===== config.mk =====
export PLATFORM = sky130hd
export DESIGN_NAME = switch_debounce
export DESIGN_NICKNAME = d
export VERILOG_FILES = /design/src/rtl/switch_debounce.sv
export SDC_FILE = /design/constraint.sdc
export NUM_CORES = 1
export LEC_CHECK = 0
export ABC_AREA = 1
export BUFFER_PORTS_ARGS = -buffer_cell sky130_fd_sc_hd__buf_4
export CAP_MARGIN = 30
export CORE_UTILIZATION = 68
export DETAILED_ROUTE_END_ITERATION = 12
export PLACE_DENSITY = 0.86
export SYNTH_ARGS = -nofsm -noshare
export SYNTH_HDL_FRONTEND = slang
export SYNTH_SLANG_ARGS = --single-unit

===== constraint.sdc =====
create_clock -name clk -period 2.4 [get_ports clk]
set_input_delay 0.48 -clock clk [delete_from_list [all_inputs] [get_ports clk]]
set_output_delay 0.48 -clock clk [all_outputs]
set_load 0.03 [all_outputs]

===== src/rtl/switch_debounce.sv =====
// switch_debounce: conditions the raw board slide switches for downstream logic.
// Each switch bit passes through a two-flop synchroniser and then through its
// own debounce counter. A synchronised level that differs from the current
// clean level must be seen for CNT_MAX consecutive edges before it is accepted.
// Each accepted transition produces a one-cycle rise or fall strobe, and
// sw_changed is raised in the same cycle.
//
// Interface behaviour: there is no handshake. Every output is a plain register
// and is valid on every cycle. Strobes last exactly one clock, and there is no
// combinational path from sw_raw to any output.
module switch_debounce #(
  parameter int WIDTH   = 8,
  parameter int CNT_MAX = 1000000,
  parameter int CNT_W   = 20
) (
  input  logic             clk,
  input  logic             rst,
  input  logic [WIDTH-1:0] sw_raw,
  output logic [WIDTH-1:0] sw_clean,
  output logic [WIDTH-1:0] sw_rise,
  output logic [WIDTH-1:0] sw_fall,
  output logic             sw_changed
);

  // Terminal count: when a differing sample arrives while the counter holds
  // this value, the run has reached CNT_MAX samples and is accepted.
  localparam logic [CNT_W-1:0] CNT_LAST = CNT_W'(CNT_MAX - 1);

  logic [WIDTH-1:0] r_sync0;
  logic [WIDTH-1:0] r_sync1;
  logic [WIDTH-1:0] r_clean;
  logic [WIDTH-1:0] r_rise;
  logic [WIDTH-1:0] r_fall;
  logic             r_changed;
  logic [CNT_W-1:0] r_cnt [WIDTH];

  logic [WIDTH-1:0] w_differ;
  logic [WIDTH-1:0] w_accept;
  logic [WIDTH-1:0] w_clean_nxt;
  logic [WIDTH-1:0] w_rise_nxt;
  logic [WIDTH-1:0] w_fall_nxt;

  // Two-flop synchroniser. Only r_sync1 is used by the debounce logic.
  always_ff @(posedge clk) begin
    if (rst) begin
      r_sync0 <= '0;
      r_sync1 <= '0;
    end else begin
      r_sync0 <= sw_raw;
      r_sync1 <= r_sync0;
    end
  end

  // Per-bit acceptance decision: the level differs and the run is complete.
  always_comb begin
    w_differ = r_sync1 ^ r_clean;
    w_accept = '0;
    for (int i = 0; i < WIDTH; i++) begin
      w_accept[i] = w_differ[i] && (r_cnt[i] == CNT_LAST);
    end
    // An accepted bit flips. Its direction is taken from the synchronised level.
    w_clean_nxt = r_clean ^ w_accept;
    w_rise_nxt  = w_accept & r_sync1;
    w_fall_nxt  = w_accept & ~r_sync1;
  end

  // Per-bit stability counters. Each counter clears when the level agrees
  // with the clean level or when a transition is accepted, so it never
  // passes CNT_LAST.
  for (genvar g = 0; g < WIDTH; g++) begin : g_cnt
    // Count consecutive differing samples for this bit.
    always_ff @(posedge clk) begin
      if (rst) begin
        r_cnt[g] <= '0;
      end else if (!w_differ[g] || w_accept[g]) begin
        r_cnt[g] <= '0;
      end else begin
        r_cnt[g] <= r_cnt[g] + CNT_W'(1);
      end
    end
  end

  // Register the clean levels, the strobes and the combined change flag.
  always_ff @(posedge clk) begin
    if (rst) begin
      r_clean   <= '0;
      r_rise    <= '0;
      r_fall    <= '0;
      r_changed <= 1'b0;
    end else begin
      r_clean   <= w_clean_nxt;
      r_rise    <= w_rise_nxt;
      r_fall    <= w_fall_nxt;
      r_changed <= |w_accept;
    end
  end

  assign sw_clean   = r_clean;
  assign sw_rise    = r_rise;
  assign sw_fall    = r_fall;
  assign sw_changed = r_changed;

endmodule


Word-level counts from Yosys, hierarchy flattened
Memories as Yosys holds them, arrays and structs flattened.
Cells that the tools add are included.
Operators by class
  $add $sub $neg: 8
  eq/ne operators: 8
  muxes and demuxes: 66
  bitwise gates (word level): 21
  reduce and logical (&&, ||, !) cells: 25
Operators with widths (number)
  2-to-1 mux 20 bit: 16
  adder 20 x 1 -> 20 bit (second input constant): 8
  == test 20 bit (second input constant): 8
  2-to-1 mux 1 bit: 50
  AND 8 bit: 2
  bitwise OR 1 bit: 16
  bitwise XOR 8 bit: 2
  logical AND 1 bit: 8
  zero test 1 bit: 8
  logical OR 1 bit: 8
  NOT 8 bit: 1
  OR reduction 8 bit: 1
Word-level totals
  register bits after elaboration: 41
  RAM bits: 160
  input bits: 10
  output and inout bits: 25
  word-level logic and storage cells: 135
  memories kept: 1
Memories
  r_cnt: depth 8, width 20, read ports 8, clocked after memory_dff 0, write ports 8, line 35  | logic [CNT_W-1:0] r_cnt [WIDTH];

Depth between registers and ports, before layout
Gate-level depths: netlist (run 1).
  word-level depth: 8
  mapped depth: 11
  gate-level depth less buffers: 11

Worst setup path after synthesis (run 1)
OpenSTA, ideal clock, no wires.
  path kind: flip-flop to flip-flop
  start point: memory r_cnt[7][0], in the netlist r_cnt[1][60]
  end point: memory r_cnt[7][12], in the netlist r_cnt[1][72], data pin
  setup time: 0.263 ns
  arrival time: 1.386 ns
  data required time: 2.137 ns
  setup slack: 0.751 ns
  cell stages (with the launch flop): 11
  buffers on the path: 1
  clock period less this slack: 1.649 ns
  path through: edfxtp_1 > ha_1 > nand2_1 > nor2_4 > inv_2 > nor2_2 > nand2_2 > nand2_1 > buf_6 > o21bai_1 > a21oi_1
RTL lines (line)
  from (decl): 35

==> flow_summary.ini, run 1 <==
[sta]
hold_viol_final = 0
period_needed_ps = 2080
rsz0062_at_grt = no
fmax_mhz = 481
drv_slew = 0
setup_viol = 0
period_share = 0.867
finalSetupTns_ps = 0
finClkSkew_ps = 12.1

[worst_setup_path]
worstPathCellList = ha_1 > nand2_1 > nor2_4 > inv_2 > nor2_2 > nand2_2 > nand2_1 > buf_4 > nor3_1
r2r_setup_slack_ps = 320
crit_path_end_kind = flop
critPathBufInv = 2
startpoint_type = flop
cp_top_family = simple AND/OR/NAND/NOR gates
crit_type = flop to flop
cp_slowest_cell = edfxtp_1
cp_max_fo = 11
slowest_delay_ps = 420
crit_top_cell = nand2_1
crit_arrival_ps = 2320
worstPathRequired_ps = 2640

[global_route]
use_met2 = 0.473
busiest_layer = met2
grt_pass1_wl_mm = 35.6
grt_use_met1 = 0.338
grt.overflow.total = 0
antenna_found_initial = 0
grtUsageMet3 = 0.0371
gr-usage-all-layers = 0.267
grt_pass1_vias = 8254
grt_start_max_net_pins = 22

[synthesis]
synth-xor-area-share = 0.0470
synth-simple-area-share = 0.291
yosys_warnings = 0
synthesis.area_um2 = 10800
netlist.area_leader.share = 0.444
synth-compound-area-share = 0.0553
yosysSeqAreaShare = 0.520
synth_area_leaders = edfxtp_1 (44%), nand2_1 (8.0%), dfxtp_1 (7.6%)
synth_fa_ha_area_frac = 0.00926
synth_top_cell_by_area = edfxtp_1
synth_top_family_by_area = simple AND/OR/NAND/NOR gates
syn-instance-count = 1258
synth.area.mux_share = 0
synth-seq-cells = 201
synth_cell_types = 43
avgSynthCellArea_um2 = 8.60

[clock_tree]
numCtsBuffers = 22
cts_setup_buffers = 0
hold_buffers = 0
root_buffer = clkbuf_16
cts_buffer_depth = 3
cts_max_level = 1
cts_tree = done
numClockSinks = 201
post_cts_resized = 0
clkTransAtPathRegs_ps = 60
clk_latency_ps = 500

[place]
post-dp-hpwl_mm = 14.9
routabilityCongestion = 0.885
io_buffers = 34

[pwr]
p_int_mw = 5.91
vdd_drop_max_uv = 618
totalPowerFinal_mw = 7.58
p_seq_frac = 0.529
comb_power_share = 0.044
p_leak_nw = 5.33
power_density_nw_per_um2 = 603
p_sw_mw = 1.67
netSwitchingFraction = 0.221
clockPowerShare = 0.427

[drt]
firstDrtPassIters = 5
via_per_inst = 5.09
drc = 0
ant_nets = 0
drt_iter0_drc = 482
routed_wl_mm = 21.0
via_count = 8620
avgRoutedWirePerCell_um = 12.4

[layout]
num_antenna_cells = 0
nets = 1484
fillers = 978
syn2layout_area_growth_pct = 16.3
drive_gt1_frac = 0.103

[outcome]
status = completed

[die]
dieArea_um2 = 16400
start_util = 0.703
core_area_um2 = 15400
die_y_um = 128
io_pins = 35
die_w_um = 128
rows = 45

[flow_run]
cap_violations = 0

[hold_path]
holdCritPathClass = input port to flop
==> cells by family after synthesis <==
kind of cell    Yosys count
xor+xnor                 58
flops                   201
buf+inv                 208
simple gates            671
fa+ha+maj                 8
other cells               1
compound gates          111
==> layout make-up <==
class                      count  area [um^2]  area share
sequential                   201         5630       0.447
clock inverter                 6         32.5     0.00259
multi-input combinational   1008         4950       0.394
tap                          211          264      0.0210
timing repair buffer          41          308      0.0245
inverter                     192          721      0.0573
clock buffer                  34          668      0.0531
==> worst reg2reg max path, cell delays in order, from the launching register on <==
cell and delay [ps]:
edfxtp_1 420, ha_1 210, nand2_1 100, nor2_4 180, inv_2 70, nor2_2 130
nand2_2 90, nand2_1 310, buf_4 250, nor3_1 60
==> synthesized netlist by cell type, drive strengths merged <==
cell type	count
nand3b	6
and2	2
edfxtp	160
nor3b	9
nor2	220
o21ai	33
nor4	8
xnor2	14
nand4	27
a211oi	3
conb	1
nand2	240
o21bai	3
clkbuf	3
or2	9
clkinv	2
a21oi	65
buf	13
o211a	1
o21a	1
inv	190
ha	8
a31oi	3
xor2	44
and3	3
dfxtp	41
nand3	85
a21o	2
nor3	62
==> power by group through the flow <==
stage	combinational (mW)	clock [mW]	sequential, mW
6_report	0.336	3.24	4.01
3_3_place_gp	0.309	0	4.07
3_5_place_dp	0.320	0	4.08
5_1_grt	0.391	3.43	4.03
2_1_floorplan	0.263	0	4.04
4_1_cts	0.325	3.28	4.01
==> registers in the layout, summed over array words and instances, names as in the netlist, named ones only <==
name and count:
sw_changed 1, sw_fall 8, r_sync1 8, sw_rise 8
r_sync0 8, r_cnt 160
==> path summary, 6_finish.rpt <==
path                startpoint            to  cells after the start
setup / recovery  r_cnt[1][60]  r_cnt[1][67]                      9
hold / removal       sw_raw[2]    r_sync0[2]                      3
setup reg to reg  r_cnt[1][60]  r_cnt[1][67]                      9
hold reg to reg     r_sync0[1]    r_sync1[1]                      2
==> through the flow <==
| step | cells | hold slack (ps) | setup WS [ps] | instance area, um^2 | util |
|---|---|---|---|---|---|
| finish | 1693 | 179 | 320 | 12600 | 0.818 |
| global route | 1693 | 189 | 156 | 12600 | 0.818 |
| CTS | 1693 | 171 | 317 | 12600 | 0.818 |
| detailed placement | 1653 | 392 | 325 | 11900 | 0.772 |
| global placement | 1653 | 391 | 427 | 11900 | 0.772 |
| floorplan | 1417 | 388 | 751 | 11400 | - |
==> layout by cell type (no fill, tap or decap), types with 26 or more instances in the layout <==
| cell | n |
|---|---|
| inv_1 | 175 |
| dfxtp_1 | 41 |
| buf_4 | 41 |
| nor2_1 | 191 |
| a21oi_1 | 62 |
| nand4_1 | 26 |
| nand3_1 | 79 |
| nor3_1 | 53 |
| nand2_1 | 231 |
| edfxtp_1 | 160 |
| conb_1 | 160 |
| o21ai_0 | 26 |
| xor2_1 | 44 |
==> metal layers <==
metal / wire [um] / part of all wire
met4: 482 / 0.023
met5: 0 / 0
met3: 1010 / 0.048
met1: 9120 / 0.44
met2: 10400 / 0.49
Power figures use the tool's default switching activity.
==> run 2: changes to the inputs <==
--- a/config.mk
+++ b/config.mk
@@ -10,7 +10,8 @@
 export CAP_MARGIN = 30
 export CORE_UTILIZATION = 68
 export DETAILED_ROUTE_END_ITERATION = 12
-export PLACE_DENSITY = 0.86
+export PLACE_DENSITY = 0.88
+export REMOVE_ABC_BUFFERS = 1
 export SYNTH_ARGS = -nofsm -noshare
 export SYNTH_HDL_FRONTEND = slang
 export SYNTH_SLANG_ARGS = --single-unit
==> run 2 against run 1 <==
  * Sequential power barely moved
  * Routed wire length rose by 0.59%
  * Critical path type unchanged
  * Non-clock buffer count fell by 1
  * Clock skew fell by 1.9 ps
  * Clock power rose by 5%
  * Clock-buffer cell count fell by 10
  * Hold slack improved by 11 ps
  * Sequential share of layout area fell by 0.11 points
  * Largest power group unchanged
  * Highest routed layer unchanged
==> flow_summary.ini, run 2 (synthesized netlist as in run 1, its figures left out) <==
[drt]
drc = 0
via_count = 8659
firstDrtPassIters = 5
routed_wl_mm = 21.1
via_per_inst = 5.12
avgRoutedWirePerCell_um = 12.5
drt_iter0_drc = 555
ant_nets = 0

[clock_tree]
numCtsBuffers = 22
cts_tree = done
cts_buffer_depth = 3
cts_setup_buffers = 0
clkTransAtPathRegs_ps = 60
numClockSinks = 201
clk_latency_ps = 500
cts_max_level = 1
root_buffer = clkbuf_16
post_cts_resized = 0
hold_buffers = 0

[layout]
stdcell_count = 1692
nets = 1483
final_common_cell = nand2_1
drive_gt1_frac = 0.104
regMostFlops = r_cnt
num_antenna_cells = 0
largest_reg_flops = 160
layout_common_cells = nand2_1 (231), nor2_1 (191), inv_1 (175)
syn2layout_area_growth_pct = 16.6

[worst_setup_path]
startpoint_type = flop
worstPathCellList = ha_1 > nand2_1 > nor2_4 > inv_2 > nor2_2 > nand2_2 > nand2_1 > buf_4 > a211oi_1
rr_endpoint = r_cnt[1][69]
worstPathRequired_ps = 2640
crit_arrival_ps = 2310
crit_top_cell = nand2_1
r2r_setup_slack_ps = 340
crit_type = flop to flop
crit_path_end_kind = flop
slowest_delay_ps = 410
cp_slowest_cell = edfxtp_1
startpoint = r_cnt[1][60]
cp_max_fo = 13
critPathCapture = r_cnt[1][69]
reg2reg_from = r_cnt[1][60]
rr_worst_depth = 9

[sta]
hold_ws_ps = 189
setup_viol = 0
drv_slew = 0
rsz0062_at_grt = no
finClkSkew_ps = 10.1
period_needed_ps = 2060
period_share = 0.860
finalSetupTns_ps = 0
fmax_mhz = 484
hold_viol_final = 0

[outcome]
status = completed

[die]
die_y_um = 128
die_w_um = 128
rows = 45
start_util = 0.703
dieArea_um2 = 16400
core_area_um2 = 15400
io_pins = 35

[global_route]
antenna_found_initial = 0
gr-usage-all-layers = 0.266
grt_start_max_net_pins = 22
grt_pass1_vias = 8264
grt.overflow.total = 0
grt_pass1_wl_mm = 35.4

[hold_path]
holdCritPathClass = input port to flop
min_path_cells = 3

[flow_run]
cap_violations = 0

[place]
dp.cells = 1652
io_buffers = 34
post-dp-hpwl_mm = 15.2
routabilityCongestion = 0.878

[pwr]
vdd_drop_max_uv = 700
p_leak_nw = 5.34
power_density_nw_per_um2 = 615
[run 2: cell types whose count changed in the layout (fill, tap and decap cells not counted), sizes merged]
cell,delta
buf,-1
bufinv,+3
clkbuf,-10
clkinvlp,+1
clkinv,+6
[run 2: cell type report]
type	count	area, um^2
sequential	201	5630
fill	941	2770
clock buffer	24	579
multi-input combinational	1008	4950
timing repair buffer	40	300
tap	211	264
clock inverter	16	159
inverter	192	721
[run 2: power breakdown]
| group | internal (mW) | switching (mW) | total (mW) |
|---|---|---|---|
| Combinational | 0.106 | 0.232 | 0.338 |
| Clock | 2.07 | 1.34 | 3.40 |
| Sequential | 3.89 | 0.123 | 4.01 |
| Total | 6.06 | 1.69 | 7.75 |
[run 2: worst min path at each step]
stage | startpoint | end
floorplan | r_sync0[0] | r_sync1[0]
global placement | r_sync0[4] | r_sync1[4]
detailed placement | r_sync0[4] | r_sync1[4]
CTS | sw_raw[5] | r_sync0[5]
global route | sw_raw[5] | r_sync0[5]
finish | sw_raw[5] | r_sync0[5]
[run 2: worst max-delay path, delay by kind of cell (launching register included)]
family          cells  cell delay (ps)
simple gates        5              840
compound gates      1               60
fa+ha+maj           1              190
buf+inv             2              310
flops               1              410
[run 2: metal layers]
layer / share of wire / wire length (um) / vias up / global-route usage
met3: 0.047 / 992 / 50 / 0.0392
met5: 0 / 0 / - / 0.00310
li1: - / - / 4397 / -
met1: 0.42 / 8870 / 3960 / 0.321
met2: 0.50 / 10600 / 252 / 0.486
met4: 0.029 / 605 / 0 / 0.0907
[run 2: through the flow]
stage                util  area (um^2)  total power, mW  worst slack [ps]
floorplan               -        11300             4.30               542
global placement    0.772        11900             4.38               413
detailed placement  0.772        11900             4.40               329
CTS                 0.820        12600             7.79               319
global route        0.820        12600             8.00               181
finish              0.820        12600             7.75               336
==> run 3: changes to the inputs <==
--- a/config.mk
+++ b/config.mk
@@ -5,12 +5,12 @@
 export SDC_FILE = /design/constraint.sdc
 export NUM_CORES = 1
 export LEC_CHECK = 0
-export ABC_AREA = 1
 export BUFFER_PORTS_ARGS = -buffer_cell sky130_fd_sc_hd__buf_4
 export CAP_MARGIN = 30
-export CORE_UTILIZATION = 68
+export CORE_UTILIZATION = 67
 export DETAILED_ROUTE_END_ITERATION = 12
-export PLACE_DENSITY = 0.88
+export GPL_ROUTABILITY_DRIVEN = 1
+export PLACE_DENSITY = 0.87
 export REMOVE_ABC_BUFFERS = 1
 export SYNTH_ARGS = -nofsm -noshare
 export SYNTH_HDL_FRONTEND = slang
==> run 3 against run 2 <==
  * Fmax decreased by 9.5%
  * Global-route usage is 0.73 points lower
  * Clock power is 7.6% lower
  * Register-to-register slack worse by 220 ps
  * Non-clock buffer count grew 16
  * Power shrank 3.7%
  * Critical path depth is 4 lower
  * Cell count decreased by 22%
  * Die area shrank 7.1%
  * Highest routed layer unchanged
==> flow_summary.ini, run 3 <==
[outcome]
status = completed

[drt]
routed_wl_mm = 19.0
via_per_inst = 5.42
ant_nets = 0
firstDrtPassIters = 5
drc = 0
via_count = 7181
drt_iter0_drc = 357
avgRoutedWirePerCell_um = 14.3

[die]
io_pins = 35
die_w_um = 124
core_area_um2 = 14500
rows = 44
die_y_um = 124
start_util = 0.683
dieArea_um2 = 15300

[global_route]
grt_start_max_net_pins = 26
antenna_found_initial = 0
gr-usage-all-layers = 0.259
grt_pass1_vias = 6804
grt.overflow.total = 0
grt_pass1_wl_mm = 31.2

[worst_setup_path]
worstPathRequired_ps = 2640
slowest_delay_ps = 670
r2r_setup_slack_ps = 120
critPathBufInv = 0
crit_arrival_ps = 2520
reg2reg_from = r_cnt[1][27]
crit_path_end_kind = flop
rr_worst_depth = 5
startpoint_type = flop
cp_max_fo = 18
cp_slowest_cell = or4b_2
cp_top_family = simple AND/OR/NAND/NOR gates
worstPathCellList = or4b_2 > nor4_2 > or2b_4 > nand2_4 > nor2_1
rr_endpoint = r_cnt[1][28]
crit_type = flop to flop

[layout]
stdcell_count = 1324
largest_reg_flops = 160
utilization = 0.808
regArea_um2 = 5630
drive_gt1_frac = 0.0877
num_antenna_cells = 0
multi_input_area_um2 = 4700
layout_common_cells = nor2_1 (203), edfxtp_1 (160), conb_1 (160)
regMostFlops = r_cnt
syn2layout_area_growth_pct = 18.3
nets = 1144
fillers = 896
final_common_cell = nor2_1

[synthesis]
netlist.area_leader.share = 0.486
yosysSeqAreaShare = 0.569
synth-compound-area-share = 0.00354
synth.area.mux_share = 0.00708
synth_edf_count = 160
synth-main-ff-cell = edfxtp_1
synth_top_cell_by_area = edfxtp_1
synth-seq-cells = 201
yosysMostFrequentCell = nor2_1
synth_area_leaders = edfxtp_1 (49%), dfxtp_1 (8.3%), nor2_1 (7.7%)
synth_cell_types = 48
synth_common_cells = nor2_1 (203), edfxtp_1 (160), xnor2_1 (84), xor2_1 (68), nand3_1 (56)
avgSynthCellArea_um2 = 10.9
synth_top_family_by_area = simple AND/OR/NAND/NOR gates
synthesis.area_um2 = 9890
synth-simple-area-share = 0.258
yosys_warnings = 0
async_reset_ff_frac = 0
syn-instance-count = 909
synth-xor-area-share = 0.135
synth_fa_ha_area_frac = 0.0101

[pwr]
p_leak_nw = 4.28
totalPowerFinal_mw = 7.46
vdd_drop_max_uv = 495
power_density_nw_per_um2 = 638

[sta]
finalSetupTns_ps = 0
drv_slew = 0
hold_viol_final = 0
hold_ws_ps = 200
period_share = 0.950
period_needed_ps = 2280
setup_viol = 0
worst_pin_slew_ps = 776
slew_headroom = 0.478
fmax_mhz = 439
rsz0062_at_grt = no
finClkSkew_ps = 12.4

[place]
post-dp-hpwl_mm = 12.7
dp.cells = 1287
routabilityCongestion = 0.889
io_buffers = 34

[clock_tree]
numClockSinks = 201
cts_buffer_depth = 3
clk_latency_ps = 490
clkTransAtPathRegs_ps = 60
root_buffer = clkbuf_16
cts_setup_buffers = 0
cts_tree = done
numCtsBuffers = 21
cts_max_level = 1

[hold_path]
hp-start = sw_raw[4]
holdCritPathClass = input port to flop
min_path_cells = 2
holdPathEnd = r_sync0[4]

[flow_run]
cap_violations = 0
[run 3: cell count changes in the layout (fill, tap and decap cells not counted), moves of 20 or more]
cell     previous run  this run
nor4b_1             0        20
nand2_1           231        50
inv_1             175        16
a21oi_1            62         2
and3_1              3        31
nor3_1             53        26
nand3_1            79        56
xnor2_1            14        84
xor2_1             44        68
o21ai_0            26         0
[run 3: layout make-up]
class	instances	share of cell area
flip-flops and latches	201	0.481
repair buffers	56	0.0359
clock buffers	31	0.0524
well taps	184	0.0197
multi-input cells	830	0.402
inverters	16	0.00513
clock inverters	6	0.00460
[run 3: how the worst max path moves through the flow]
stage                 startpoint  slack (ps)  cells after the start            to
floorplan           r_cnt[0][66]         110                      4  r_cnt[0][61]
global placement    r_cnt[1][27]         150                      5  r_cnt[1][25]
detailed placement  r_cnt[1][27]          50                      5  r_cnt[1][26]
CTS                 r_cnt[1][27]          40                      5  r_cnt[1][28]
global route        r_cnt[1][27]          30                      5  r_cnt[1][36]
finish              r_cnt[1][27]         120                      5  r_cnt[1][28]
[run 3: metrics by stage]
step | instance area [um^2] | setup WS [ps]
2_1_floorplan | 10400 | 108
3_3_place_gp | 11000 | 152
3_5_place_dp | 11000 | 47.5
4_1_cts | 11700 | 43.7
5_1_grt | 11700 | 26.5
6_report | 11700 | 120
[run 3: power breakdown]
group,leakage [nW],total [mW],internal [mW],switching [mW]
registers,1.98,4.03,3.89,0.137
clock network,0.332,3.14,1.87,1.27
logic,1.96,0.294,0.125,0.169
total,4.28,7.46,5.88,1.58
[run 3: cells by family after synthesis]
| kind of cell | after synthesis |
|---|---|
| DFF | 201 |
| and+or+nand+nor | 498 |
| muxes | 7 |
| adders and majority gates | 8 |
| buffers and inverters | 37 |
| AOI/OAI and AO/OA | 5 |
| other | 1 |
| xor gates and xnor gates | 152 |
[run 3: repair_timing]
item / CTS / global route
hold buffers: 0 / 0
endpoints found under the setup margin: 0 / 25
gates resized for setup: 0 / 2
[run 3: metal layers]
layer	share of wire	GRT usage	wire (um)	vias up
met4	0.022	0.0783	423	0
met3	0.061	0.0452	1160	48
li1	-	-	-	3496
met2	0.51	0.453	9670	213
met1	0.41	0.327	7750	3424
met5	0	0	0	-
